==> config.mk <==
export PLATFORM = sky130hd
export DESIGN_NAME = pwm_core_flat
export DESIGN_NICKNAME = d
export VERILOG_FILES = /design/src/rtl/pwm_pkg.sv /design/src/rtl/pwm_if.sv /design/src/rtl/pwm_prescaler.sv /design/src/rtl/pwm_core.sv /design/src/flat_wrapper.sv
export SDC_FILE = /design/constraint.sdc
export NUM_CORES = 1
export LEC_CHECK = 0
export ABC_CLOCK_PERIOD_IN_PS = 7200
export BUFFER_PORTS_ARGS = -buffer_cell sky130_fd_sc_hd__buf_2
export CAP_MARGIN = 20
export CORE_MARGIN = 4
export CORE_UTILIZATION = 39
export CTS_CLUSTER_DIAMETER = 60
export DETAILED_ROUTE_END_ITERATION = 16
export PLACE_DENSITY = 0.62
export SLEW_MARGIN = 20
export SYNTH_ARGS = -nofsm -noshare
export SYNTH_HDL_FRONTEND = slang
export SYNTH_SLANG_ARGS = --single-unit
==> constraint.sdc <==
create_clock -name clk -period 7.2 [get_ports clk]
set_clock_uncertainty 0.15 [all_clocks]
set_input_delay 1.44 -clock clk [delete_from_list [all_inputs] [get_ports clk]]
set_output_delay 1.44 -clock clk [all_outputs]
set_load 0.01 [all_outputs]
==> src/rtl/pwm_pkg.sv <==
// Shared PWM definitions: default widths, the config record seen by the register
// block, and the MMIO register map of the PWM block.
package pwm_pkg;

    localparam int PWM_CHANNELS = 4;
    localparam int PWM_CNT_W    = 32;
    localparam int PWM_PRE_W    = 16;

    // Byte offsets within the PWM register window; duty registers are contiguous.
    localparam logic [7:0] REG_PERIOD      = 8'h00;
    localparam logic [7:0] REG_PRESCALE    = 8'h04;
    localparam logic [7:0] REG_DUTY0       = 8'h08;
    localparam logic [7:0] REG_DUTY_STRIDE = 8'h04;
    localparam logic [7:0] REG_CTRL        = 8'h18;

    typedef struct packed {
        logic [PWM_CNT_W-1:0]    period;
        logic [PWM_PRE_W-1:0]    prescale;
        logic [PWM_CHANNELS-1:0] polarity;
    } pwm_cfg_t;

endpackage

==> src/rtl/pwm_if.sv <==
// Config/status bundle between the PWM register block (master) and pwm_core (slave).
interface pwm_if import pwm_pkg::*; #(
    parameter int CHANNELS = PWM_CHANNELS,
    parameter int CNT_W    = PWM_CNT_W,
    parameter int PRE_W    = PWM_PRE_W
) ();

    logic                      enable_in;
    logic                      load_in;
    logic [CNT_W-1:0]          period_in;
    logic [PRE_W-1:0]          prescale_in;
    logic [CHANNELS*CNT_W-1:0] duty_in;
    logic [CHANNELS-1:0]       polarity_in;
    logic [CHANNELS-1:0]       pwm_out;
    logic                      period_done_out;
    logic                      load_ack_out;
    logic [CNT_W-1:0]          cnt_out;

    modport master (
        output enable_in, load_in, period_in, prescale_in, duty_in, polarity_in,
        input  pwm_out, period_done_out, load_ack_out, cnt_out
    );

    modport slave (
        input  enable_in, load_in, period_in, prescale_in, duty_in, polarity_in,
        output pwm_out, period_done_out, load_ack_out, cnt_out
    );

endinterface

==> src/rtl/pwm_prescaler.sv <==
// Clock divider for the PWM counter: tick every prescale+1 clocks, restartable via clear.
module pwm_prescaler import pwm_pkg::*; #(
    parameter int PRE_W = PWM_PRE_W
) (
    input  logic             clk,
    input  logic             rst,
    input  logic             clear,
    input  logic [PRE_W-1:0] prescale,
    output logic             tick
);

    logic [PRE_W-1:0] pre_cnt;

    assign tick = (pre_cnt == prescale);

    always_ff @(posedge clk) begin
        if (rst || clear || tick) pre_cnt <= '0;
        else                      pre_cnt <= pre_cnt + PRE_W'(1);
    end

endmodule

==> src/rtl/pwm_core.sv <==
// Edge-aligned multi-channel PWM engine with a shared counter and double-buffered
// config that only switches at a period boundary (or while idle/disabled).
module pwm_core import pwm_pkg::*; #(
    parameter int CHANNELS = PWM_CHANNELS,
    parameter int CNT_W    = PWM_CNT_W,
    parameter int PRE_W    = PWM_PRE_W
) (
    input  logic clk,
    input  logic rst,
    pwm_if.slave bus
);

    typedef struct packed {
        logic [CNT_W-1:0]                 period;
        logic [PRE_W-1:0]                 prescale;
        logic [CHANNELS-1:0][CNT_W-1:0]   duty;
        logic [CHANNELS-1:0]              polarity;
    } cfg_t;

    cfg_t                active, pending;
    logic                pend_vld;
    logic [CNT_W-1:0]    cnt;
    logic                pre_tick, tick, run, at_end, wrap, apply;
    logic [CHANNELS-1:0] raw;

    assign run    = bus.enable_in && (active.period != '0);
    assign tick   = run && pre_tick;
    assign at_end = (cnt == active.period - CNT_W'(1));
    assign wrap   = tick && at_end;
    // Only pending state from earlier cycles is eligible; a same-cycle load waits.
    assign apply  = pend_vld && (wrap || !bus.enable_in || (active.period == '0));

    pwm_prescaler #(.PRE_W(PRE_W)) u_pre (
        .clk      (clk),
        .rst      (rst),
        .clear    (apply || !run),
        .prescale (active.prescale),
        .tick     (pre_tick)
    );

    for (genvar i = 0; i < CHANNELS; i++) begin : g_ch
        assign raw[i] = run && (cnt < active.duty[i]);
    end

    always_ff @(posedge clk) begin
        if (rst) begin
            active              <= '0;
            pending             <= '0;
            pend_vld            <= 1'b0;
            cnt                 <= '0;
            bus.pwm_out         <= '0;
            bus.period_done_out <= 1'b0;
            bus.load_ack_out    <= 1'b0;
        end else begin
            if (bus.load_in) begin
                pending.period   <= bus.period_in;
                pending.prescale <= bus.prescale_in;
                pending.duty     <= bus.duty_in;
                pending.polarity <= bus.polarity_in;
                pend_vld         <= 1'b1;
            end else if (apply) begin
                pend_vld <= 1'b0;
            end

            if (apply) begin
                active <= pending;
                cnt    <= '0;
            end else if (!run) begin
                cnt <= '0;
            end else if (tick) begin
                cnt <= at_end ? '0 : cnt + CNT_W'(1);
            end

            bus.period_done_out <= wrap;
            bus.load_ack_out    <= apply;
            bus.pwm_out         <= raw ^ active.polarity;
        end
    end

    assign bus.cnt_out = cnt;

endmodule

==> src/flat_wrapper.sv <==
// flat-port wrapper written by rule: the top's interface ports become plain ports
module pwm_core_flat import pwm_pkg::*;
#(
    parameter int CHANNELS = PWM_CHANNELS,
    parameter int CNT_W    = PWM_CNT_W,
    parameter int PRE_W    = PWM_PRE_W
)
  (clk, rst, bus_enable_in, bus_load_in, bus_period_in, bus_prescale_in, bus_duty_in, bus_polarity_in, bus_pwm_out, bus_period_done_out, bus_load_ack_out, bus_cnt_out);
  pwm_if #(.CHANNELS(CHANNELS), .CNT_W(CNT_W), .PRE_W(PRE_W)) bus_i ();
  input  logic clk;
  input  logic rst;
  input wire logic [$bits(bus_i.enable_in)-1:0] bus_enable_in;
  input wire logic [$bits(bus_i.load_in)-1:0] bus_load_in;
  input wire logic [$bits(bus_i.period_in)-1:0] bus_period_in;
  input wire logic [$bits(bus_i.prescale_in)-1:0] bus_prescale_in;
  input wire logic [$bits(bus_i.duty_in)-1:0] bus_duty_in;
  input wire logic [$bits(bus_i.polarity_in)-1:0] bus_polarity_in;
  output wire logic [$bits(bus_i.pwm_out)-1:0] bus_pwm_out;
  output wire logic [$bits(bus_i.period_done_out)-1:0] bus_period_done_out;
  output wire logic [$bits(bus_i.load_ack_out)-1:0] bus_load_ack_out;
  output wire logic [$bits(bus_i.cnt_out)-1:0] bus_cnt_out;
  assign bus_i.enable_in = bus_enable_in;
  assign bus_i.load_in = bus_load_in;
  assign bus_i.period_in = bus_period_in;
  assign bus_i.prescale_in = bus_prescale_in;
  assign bus_i.duty_in = bus_duty_in;
  assign bus_i.polarity_in = bus_polarity_in;
  assign bus_pwm_out = bus_i.pwm_out;
  assign bus_period_done_out = bus_i.period_done_out;
  assign bus_load_ack_out = bus_i.load_ack_out;
  assign bus_cnt_out = bus_i.cnt_out;
  pwm_core #(.CHANNELS(CHANNELS), .CNT_W(CNT_W), .PRE_W(PRE_W)) u_core (.clk(clk), .rst(rst), .bus(bus_i));
endmodule
* Word level (Yosys, flattened, before mapping)
Index checks and enable logic that the tools add are counted. W data, S select, Z words.
Word-level totals: bits of input ports 184, output and inout port bits 38, register bits 415, word-level logic and storage cells 53
Cells by class: multiplexer cells 3, order comparisons 4, bitwise operators 2, $add $sub $neg 3, equal/unequal tests 2, reduce and logical (&&, ||, !) cells 19
Operator list (count):
- $lt A32 B32 Y1 | 4
- $add A32 B1 Y32 const B | 1
- $eq A32 B32 Y1 | 1
- $logic_not A32 Y1 | 1
- $mux W32 | 1
- $reduce_bool A32 Y1 | 1
- $sub A32 B1 Y32 const B | 1
- $add A16 B1 Y16 const B | 1
- $eq A16 B16 Y1 | 1
- $logic_and A1 B1 Y1 | 8
- $logic_or A1 B1 Y1 | 5
- $xor A4 B4 Y4 | 1
- $reduce_or A3 Y1 | 1
- $logic_not A1 Y1 | 2
- $mux W1 | 2
- $reduce_bool A2 Y1 | 1
- $not A1 Y1 | 1

* Logic depth before layout (Yosys ltp)
Gate-level depths: netlist of run 1.
depth after elaboration 10, mapped depth 15, gate-level depth less buffers 11

* Modules after synthesis
A second synthesis of run 1 with hierarchy kept.
Second synthesis, totals: cells, all modules 2302, area total of the unflattened synthesis 21425.5 um2
Modules (own cells, without submodules):
- pwm_core | cells an instance 2203, area each 20507.2 um2, sequential area each 7987.7 um2, times used 1
- pwm_prescaler | cells an instance 99, area each 918.4 um2, sequential area each 320.3 um2, times used 1

* Least setup slack after synthesis of run 1
OpenSTA, ideal clock, no wires.
path type register -> register, from register u_core.active[150] (netlist bit), to register u_core.active[101] (netlist bit), setup slack 3.566 ns, cell stages (with the launch flop) 14, data arrival time 3.349 ns, buffers on the path 4, data required time 6.914 ns, clock period less this slack 3.634 ns, path through dfxtp_1 buf_6 nor4_4 and3_1 buf_4 nand3_2 or4_4 a2111oi_4 nand3_2 nor4_4 buf_12 buf_12 mux2i_1 o311ai_1
Between the ends: word-level cells in the longest chain between the ends 7, elaborated cells between the ends (all ways) 10
RTL lines:
- start, declared | line pwm_core.sv:20 | cfg_t active, pending;
- start signal, assigned | line pwm_core.sv:66 | active <= pending;
- branches (longest 5 deep; another with $sub A32 B1 Y32)
- $logic_or A1 B1 Y1 (*) | line pwm_core.sv:31 | assign apply = pend_vld && (wrap || !bus.enable_in || (active.period == '0));
- $logic_and A1 B1 Y1 (*) | line pwm_core.sv:31
Every way passes the cells marked *. A chain may end at the register's enable or synchronous reset.

* Worst setup path in the final report of run 1
from register u_core.active[150] (netlist bit), to register u_core.active[43] (netlist bit)
The elaborated chain is that of the path after synthesis.

==> impl_metrics.py, run 1 <==
metrics = {
    "run_status": {
        "status": "completed",
    },
    "cts": {
        "cts.sinks": 415,
        "clockBufferDepth": 3,
        "clock-root-buffer": "clkbuf_16",
        "cts_htree_levels": 2,
        "post_cts_buffers": 0,
        "holdBufCountCts": 0,
        "post_cts_resized": 0,
        "clkTransAtPathRegs_ns": 0.06,
        "worstSkewPairLatency_ns": 0.61,
        "cts_buffers": 50,
        "cts_tree": "built",
    },
    "worst_setup_path": {
        "path_cells": "nor4_4 -> and3_1 -> nand3_2 -> or4_4 -> a2111oi_4 -> nand3_2 -> nor4_4 -> buf_4 -> buf_4 -> mux2i_1 -> o311ai_1",
        "cp_top_family": "simple AND/OR/NAND/NOR gates",
        "worst_setup_path_end_kind": "flip-flop",
        "cp_slowest_cell": "buf_4",
        "critPathArrivalTime_ns": 5.10,
        "worstPathBufferInverterCount": 2,
        "crit_required_ns": 7.49,
        "cp_slowest_stage_delay_ns": 0.76,
        "critPathMaxFanout": 70,
        "crit_path_start_kind": "flip-flop",
        "criticalPathCategory": "reg -> reg",
    },
    "power_and_ir_drop": {
        "power.leakage_nw": 10.84,
        "p_sw_mw": 1.929,
        "clockPowerShare_pct": 40.3,
        "vdd_drop_max_mv": 0.2101,
        "sequentialPowerShare_pct": 40.4,
        "power_frac_comb_pct": 19.3,
        "p_int_mw": 4.330,
        "p_per_area_nw_per_um2": 231.8,
        "sw_frac_of_total_pct": 30.83,
    },
    "placement": {
        "gp_congestion": 0.8772,
        "pre_cts_ws_ns": 2.475,
        "hpwl_um": 43950,
        "io_buffers": 221,
        "post_dp_cell_area_sq_um": 25380,
    },
    "global_routing": {
        "grt_antenna_before_repair": 1,
        "grt_start_max_net_pins": 236,
        "grt_usage_pct": 19.68,
        "first_global_vias": 18780,
        "grt-ovfl-total": 0,
        "grt_pass1_wl_um": 106000,
    },
    "finish": {
        "finalInstanceArea_sq_um": 27000,
        "multi_input_area_sq_um": 14130,
        "n_fill_cell": 6066,
        "syn_to_final_growth_pct": 12.25,
        "drive_above_1_share_pct": 12.79,
        "ff_latch_area_sq_um": 8312,
        "nets": 3344,
        "final_util_pct": 44.49,
    },
    "yosys": {
        "synth_top_area_share_pct": 34.54,
        "yosysUniqueCellTypes": 54,
        "async_flop_share_pct": 0,
        "yosys.area.top_type": "dfxtp_1",
        "syn-num-nets": 3270,
        "synthTopCellsByArea": "dfxtp_1 (35%), mux2i_1 (13%), nor2_1 (6.9%), ha_1 (6.6%), nand2_1 (6.3%)",
        "netlist_top_cells_count": "nor2_1 (444), dfxtp_1 (415), nand2_1 (401), mux2i_1 (318), clkbuf_1 (193)",
        "yosysWarnings": 0,
        "synth-seq-cells": 415,
        "synth_edf_count": 0,
        "ys.flop_type": "dfxtp_1",
        "syn_inst": 2959,
        "ys_seq_area_share_pct": 34.54,
        "syn_area_sq_um": 24060,
        "syn_avg_cell_area_sq_um": 8.130,
        "synth_most_common_cell": "nor2_1",
    },
    "timing": {
        "finalMaxSlewViolations": 0,
        "hold_viol": 0,
        "setup-violations-final": 0,
        "finalCriticalPeriod_ns": 4.816,
        "setup_ws_ns": 2.384,
        "rsz0062_at_grt": "false",
        "max_slew.worst_pin.slew_ns": 1.088,
        "fin_crit_sh_pct": 66.89,
        "fmax_ghz": 0.2076,
        "relSlewSlack_pct": 27.44,
        "setup_tns_ns": 0,
    },
    "min_path": {
        "hold_class": "reg -> reg",
    },
    "drt": {
        "via_per_inst": 5.347,
        "routed_wl_um": 68190,
        "drt_iter0_markers": 1578,
        "routedWlPerCell_um": 17.69,
        "vias": 20610,
        "firstDrtPassIters": 5,
        "ant_nets": 0,
        "drt_drc_violations_left": 0,
    },
    "die": {
        "die_w_um": 256.4,
        "die_h_um": 256.4,
        "row_count": 90,
        "io_pins": 222,
        "dieArea_sq_um": 65720,
        "coreArea_sq_um": 60700,
        "start_util_pct": 39.63,
    },
    "job": {
        "maxCapViolCount": 0,
    },
}
[sequential cells by signal, summed over array words and instances (netlist names)]
register	flops
u_core.bus.pwm_out	4
u_core.bus.cnt_out	32
u_core.bus.period_done_out	1
u_core.active	180
u_core.pending	180
u_core.bus.load_ack_out	1
u_core.pend_vld	1
u_core.u_pre.pre_cnt	16
[tightest hold or removal path: stages, from the launching register on]
cell and delay, ns:
dfxtp_1 0.32, mux2i_1 0.06, nor2_1 0.07
[power by group through the flow]
stage | logic, mW | registers (mW) | clock network (mW)
after floorplan | 0.936 | 2.54 | 0
after global placement | 1.20 | 2.58 | 0
after detailed placement | 1.21 | 2.58 | 0
after CTS | 1.21 | 2.53 | 2.59
after global routing | 1.34 | 2.54 | 2.68
final | 1.21 | 2.53 | 2.52
[kinds of logic (layout without fill, tap and decap cells)]
group / after synthesis / count (layout) / share of synthesized area, %
simple gates: 1297 / 1297 / 25.15
flops: 415 / 415 / 34.54
buf+inv: 369 / 482 / 6.777
compound gates: 329 / 329 / 9.908
mux: 318 / 318 / 13.23
fa+ha+maj: 127 / 127 / 6.606
xor+xnor: 104 / 104 / 3.787
other cells: 0 / 1 / 0
[path summary, 6_finish.rpt]
path                       start                  end  slack, ns  depth (start not counted)
max           u_core.active[150]    u_core.active[43]       2.38                         11
min reg2reg  u_core.pending[112]  u_core.pending[112]       0.34                          2
max reg2reg   u_core.active[150]    u_core.active[43]       2.38                         11
min          u_core.pending[112]  u_core.pending[112]       0.34                          2
[cell usage in the layout (no fill, tap or decap), types with 10 or more instances in the layout]
cell       count
nor4_1        15
nand2_1      401
mux2i_1      318
nand4_1       37
nand2b_1      12
a21oi_1       85
clkbuf_1      13
buf_2        219
ha_1         127
or3_1         10
o21ai_0       23
a211oi_1      13
nor3_1       146
o311ai_1     127
a21o_1        51
nor2_1       444
or4b_2        48
nand3_1       76
dfxtp_1      414
xor2_1        49
xnor2_1       55
and3_1        11
clkbuf_16     51
nor3b_1       55
buf_4         26
inv_1        138
[per-stage QoR]
| step | power [mW] | cells | hold slack, ns |
|---|---|---|---|
| global route | 6.566 | 3855 | 0.3618 |
| global placement | 3.775 | 3763 | 0.3240 |
| CTS | 6.325 | 3854 | 0.3449 |
| finish | 6.259 | 3855 | 0.3405 |
| floorplan | 3.472 | 2959 | 0.3025 |
| detailed placement | 3.782 | 3763 | 0.3307 |
[layout make-up]
| cell class | instances | area share [%] |
|---|---|---|
| inverters | 138 | 1.918 |
| repair buffers | 253 | 5.338 |
| clock buffers | 70 | 5.213 |
| clock inverters | 21 | 0.7831 |
| flip-flops and latches | 415 | 30.78 |
| multi-input cells | 2175 | 52.34 |
| well taps | 782 | 3.623 |
| diodes | 1 | 0.009267 |
[metal layers]
layer | global-route usage (%) | wire [um] | vias up
met5 | 0 | 0 | -
met4 | 4.053 | 1152 | 0
met3 | 3.543 | 4140 | 79
met2 | 31.78 | 31010 | 459
met1 | 27.66 | 31890 | 9667
li1 | - | - | 10410
Note: power is estimated with default switching activity, not from simulation.
==> run 2, diff against run 1 <==
--- a/config.mk
+++ b/config.mk
@@ -5,14 +5,15 @@
 export SDC_FILE = /design/constraint.sdc
 export NUM_CORES = 1
 export LEC_CHECK = 0
-export ABC_CLOCK_PERIOD_IN_PS = 7200
+export ABC_AREA = 1
+export ABC_CLOCK_PERIOD_IN_PS = 4500
 export BUFFER_PORTS_ARGS = -buffer_cell sky130_fd_sc_hd__buf_2
 export CAP_MARGIN = 20
 export CORE_MARGIN = 4
 export CORE_UTILIZATION = 39
 export CTS_CLUSTER_DIAMETER = 60
 export DETAILED_ROUTE_END_ITERATION = 16
-export PLACE_DENSITY = 0.62
+export PLACE_DENSITY = 0.63
 export SLEW_MARGIN = 20
 export SYNTH_ARGS = -nofsm -noshare
 export SYNTH_HDL_FRONTEND = slang
==> constraint.sdc (replaced) <==
create_clock -name clk -period 4.5 [get_ports clk]
set_clock_uncertainty 0.15 [all_clocks]
set_input_delay 0.9 -clock clk [delete_from_list [all_inputs] [get_ports clk]]
set_output_delay 0.9 -clock clk [all_outputs]
set_load 0.01 [all_outputs]
==> run 2 against run 1 <==
Effect of this change:
- core utilization grew 0.99 points
- highest routed layer is now met5
- setup slack lost 1.3 ns
- die area shrank 13%
- sequential power grew 59%
- critical path depth grew 5
- routed wire length shrank 13%
- clock power grew 54%
==> impl_metrics.py, run 2 <==
metrics = {
    "run_status": {
        "status": "completed",
    },
    "yosys": {
        "synthTopCellsByArea": "dfxtp_1 (40%), a21oi_1 (10%), ha_1 (7.6%), nand2_1 (7.2%), inv_1 (7.1%)",
        "synthAdderAreaFrac_pct": 7.643,
        "synth_top_area_share_pct": 39.96,
        "syn_avg_cell_area_sq_um": 7.177,
        "synthMuxAreaShare_pct": 0.04814,
        "ys.flop_type": "dfxtp_1",
        "syn-num-nets": 3208,
        "syn_area_sq_um": 20790,
        "syn_inst": 2897,
        "synth-compound-area-share_pct": 16.40,
        "netlist_top_cells_count": "a21oi_1 (432), dfxtp_1 (415), nand2_1 (400), inv_1 (394), nor2_1 (325)",
        "yosys.area.top_type": "dfxtp_1",
        "synth_top_family_by_area": "simple AND/OR/NAND/NOR gates",
        "synth_most_common_cell": "a21oi_1",
        "synth-simple-area-share_pct": 21.83,
        "async_flop_share_pct": 0,
        "synth_xor_area_share_pct": 3.075,
        "yosysUniqueCellTypes": 45,
        "ys_seq_area_share_pct": 39.96,
        "yosysWarnings": 0,
        "synth_edf_count": 0,
        "synth-seq-cells": 415,
    },
    "placement": {
        "post_dp_cell_area_sq_um": 22390,
        "hpwl_um": 40630,
        "io_buffers": 221,
        "gp_congestion": 0.8887,
        "pre_cts_ws_ns": 1.164,
    },
    "die": {
        "row_count": 84,
        "start_util_pct": 39.49,
        "die_h_um": 238.9,
        "coreArea_sq_um": 52660,
        "dieArea_sq_um": 57070,
        "die_w_um": 238.9,
        "io_pins": 222,
    },
    "cts": {
        "cts_buffers": 48,
        "clock-root-buffer": "clkbuf_16",
        "worstSkewPairLatency_ns": 0.59,
        "clkTransAtPathRegs_ns": 0.06,
        "cts_tree": "built",
        "clockBufferDepth": 3,
        "post_cts_resized": 0,
        "cts_htree_levels": 2,
        "post_cts_buffers": 0,
        "cts.sinks": 415,
        "holdBufCountCts": 0,
    },
    "global_routing": {
        "first_global_vias": 17000,
        "grt_antenna_before_repair": 1,
        "grt_pass1_wl_um": 92010,
        "grt_usage_pct": 20.19,
        "grt-ovfl-total": 0,
        "grt_start_max_net_pins": 140,
    },
    "finish": {
        "syn_to_final_growth_pct": 15.18,
        "multi_input_area_sq_um": 10190,
        "n_fill_cell": 5444,
        "antennaDiodeCount": 0,
        "layout_commonest_cell": "a21oi_1",
        "finalInstanceArea_sq_um": 23950,
        "mostFrequentLayoutCells": "a21oi_1 (432), dfxtp_1 (414), nand2_1 (400)",
        "final_util_pct": 45.48,
        "drive_above_1_share_pct": 11.65,
        "ff_latch_area_sq_um": 8312,
        "nets": 3358,
    },
    "timing": {
        "relSlewSlack_pct": 28.86,
        "fmax_ghz": 0.2928,
        "setup_ws_ns": 1.085,
        "finalMaxSlewViolations": 0,
        "fin_crit_sh_pct": 75.89,
        "finalCriticalPeriod_ns": 3.415,
        "rsz0062_at_grt": "false",
        "setup-violations-final": 0,
        "hold_viol": 0,
        "setup_tns_ns": 0,
        "max_slew.worst_pin.slew_ns": 1.067,
    },
    "power_and_ir_drop": {
        "vdd_drop_max_mv": 0.2511,
        "p_per_area_nw_per_um2": 383.1,
        "p_total_mw": 9.174,
        "power.leakage_nw": 10.55,
    },
    "job": {
        "maxCapViolCount": 0,
    },
    "worst_setup_path": {
        "critPathMaxFanout": 12,
        "crit_required_ns": 4.79,
        "path_cells": "inv_1 -> ha_1 -> nand2_1 -> nor2_4 -> nand2_1 -> nor2_2 -> nor2_8 -> nand2_1 -> nor2_1 -> nand2_1 -> nor2_1 -> nand3_1 -> nor2_1 -> nand3_1 -> nand2_1 -> nor2_1",
        "worst_setup_path_end_kind": "flip-flop",
        "cpMostUsedCell": "nand2_1",
        "critPathArrivalTime_ns": 3.71,
        "criticalPathCategory": "reg -> reg",
        "cp_slowest_stage_delay_ns": 0.36,
        "cp_slowest_cell": "dfxtp_1",
        "crit_path_start_kind": "flip-flop",
    },
    "drt": {
        "routed_wl_um": 59570,
        "drt_iter0_markers": 1259,
        "ant_nets": 0,
        "vias": 18650,
        "firstDrtPassIters": 6,
        "drt_drc_violations_left": 0,
        "routedWlPerCell_um": 15.80,
        "via_per_inst": 4.948,
    },
    "min_path": {
        "hold_class": "reg -> reg",
    },
}
## run 2: cell type report
cell class | instances | area share (%)
inverter | 395 | 6.254
sequential | 415 | 34.71
clock buffer | 69 | 5.847
clock inverter | 15 | 0.6636
tap | 688 | 3.595
timing repair buffer | 264 | 6.385
multi-input combinational | 1923 | 42.55
## run 2: stage by stage
step / cells / hold WS (ns)
3_5_place_dp: 3685 / 0.2972
3_3_place_gp: 3685 / 0.2943
2_1_floorplan: 2897 / 0.2804
6_report: 3769 / 0.3042
5_1_grt: 3769 / 0.3234
4_1_cts: 3769 / 0.3061
## run 2: routing by layer
layer | vias up | global-route usage [%] | wire, um
met3 | 109 | 3.888 | 3503
met5 | - | 0 | 12
met2 | 422 | 32.35 | 26750
met1 | 8389 | 27.12 | 27090
li1 | 9727 | - | -
met4 | 2 | 7.625 | 2206
## run 2: critical path: cells and delay by family, from the launching register on
family	cells	cell delay [ns]
adders and majority gates	1	0.24
buffers and inverters	1	0.07
DFF	1	0.36
and+or+nand+nor	14	2.43
## run 2: cell families after synthesis
kind of cell             Yosys count
multiplexers                       1
buffers and inverters            559
XOR/XNOR                          73
adder cells (fa/ha/maj)          127
flip-flops                       415
AND/OR/NAND/NOR                 1056
AO/OA/AOI/OAI                    666
## run 2: path summary, 6_finish.rpt
path / from / cells after the start / to / slack [ns]
worst max-delay path: u_core.active[148] / 16 / u_core.bus.cnt_out[31] / 1.09
worst min-delay path: u_core.pending[40] / 2 / u_core.pending[40] / 0.30
worst max register to register: u_core.active[148] / 16 / u_core.bus.cnt_out[31] / 1.09
worst min register to register: u_core.pending[40] / 2 / u_core.pending[40] / 0.30
## run 2: power breakdown
part / internal, mW / switching, mW / leakage, nW / total (mW)
combinational: 0.462 / 0.814 / 6.36 / 1.28
sequential: 3.90 / 0.122 / 3.42 / 4.02
clock: 2.28 / 1.60 / 0.772 / 3.87
total: 6.64 / 2.53 / 10.5 / 9.17
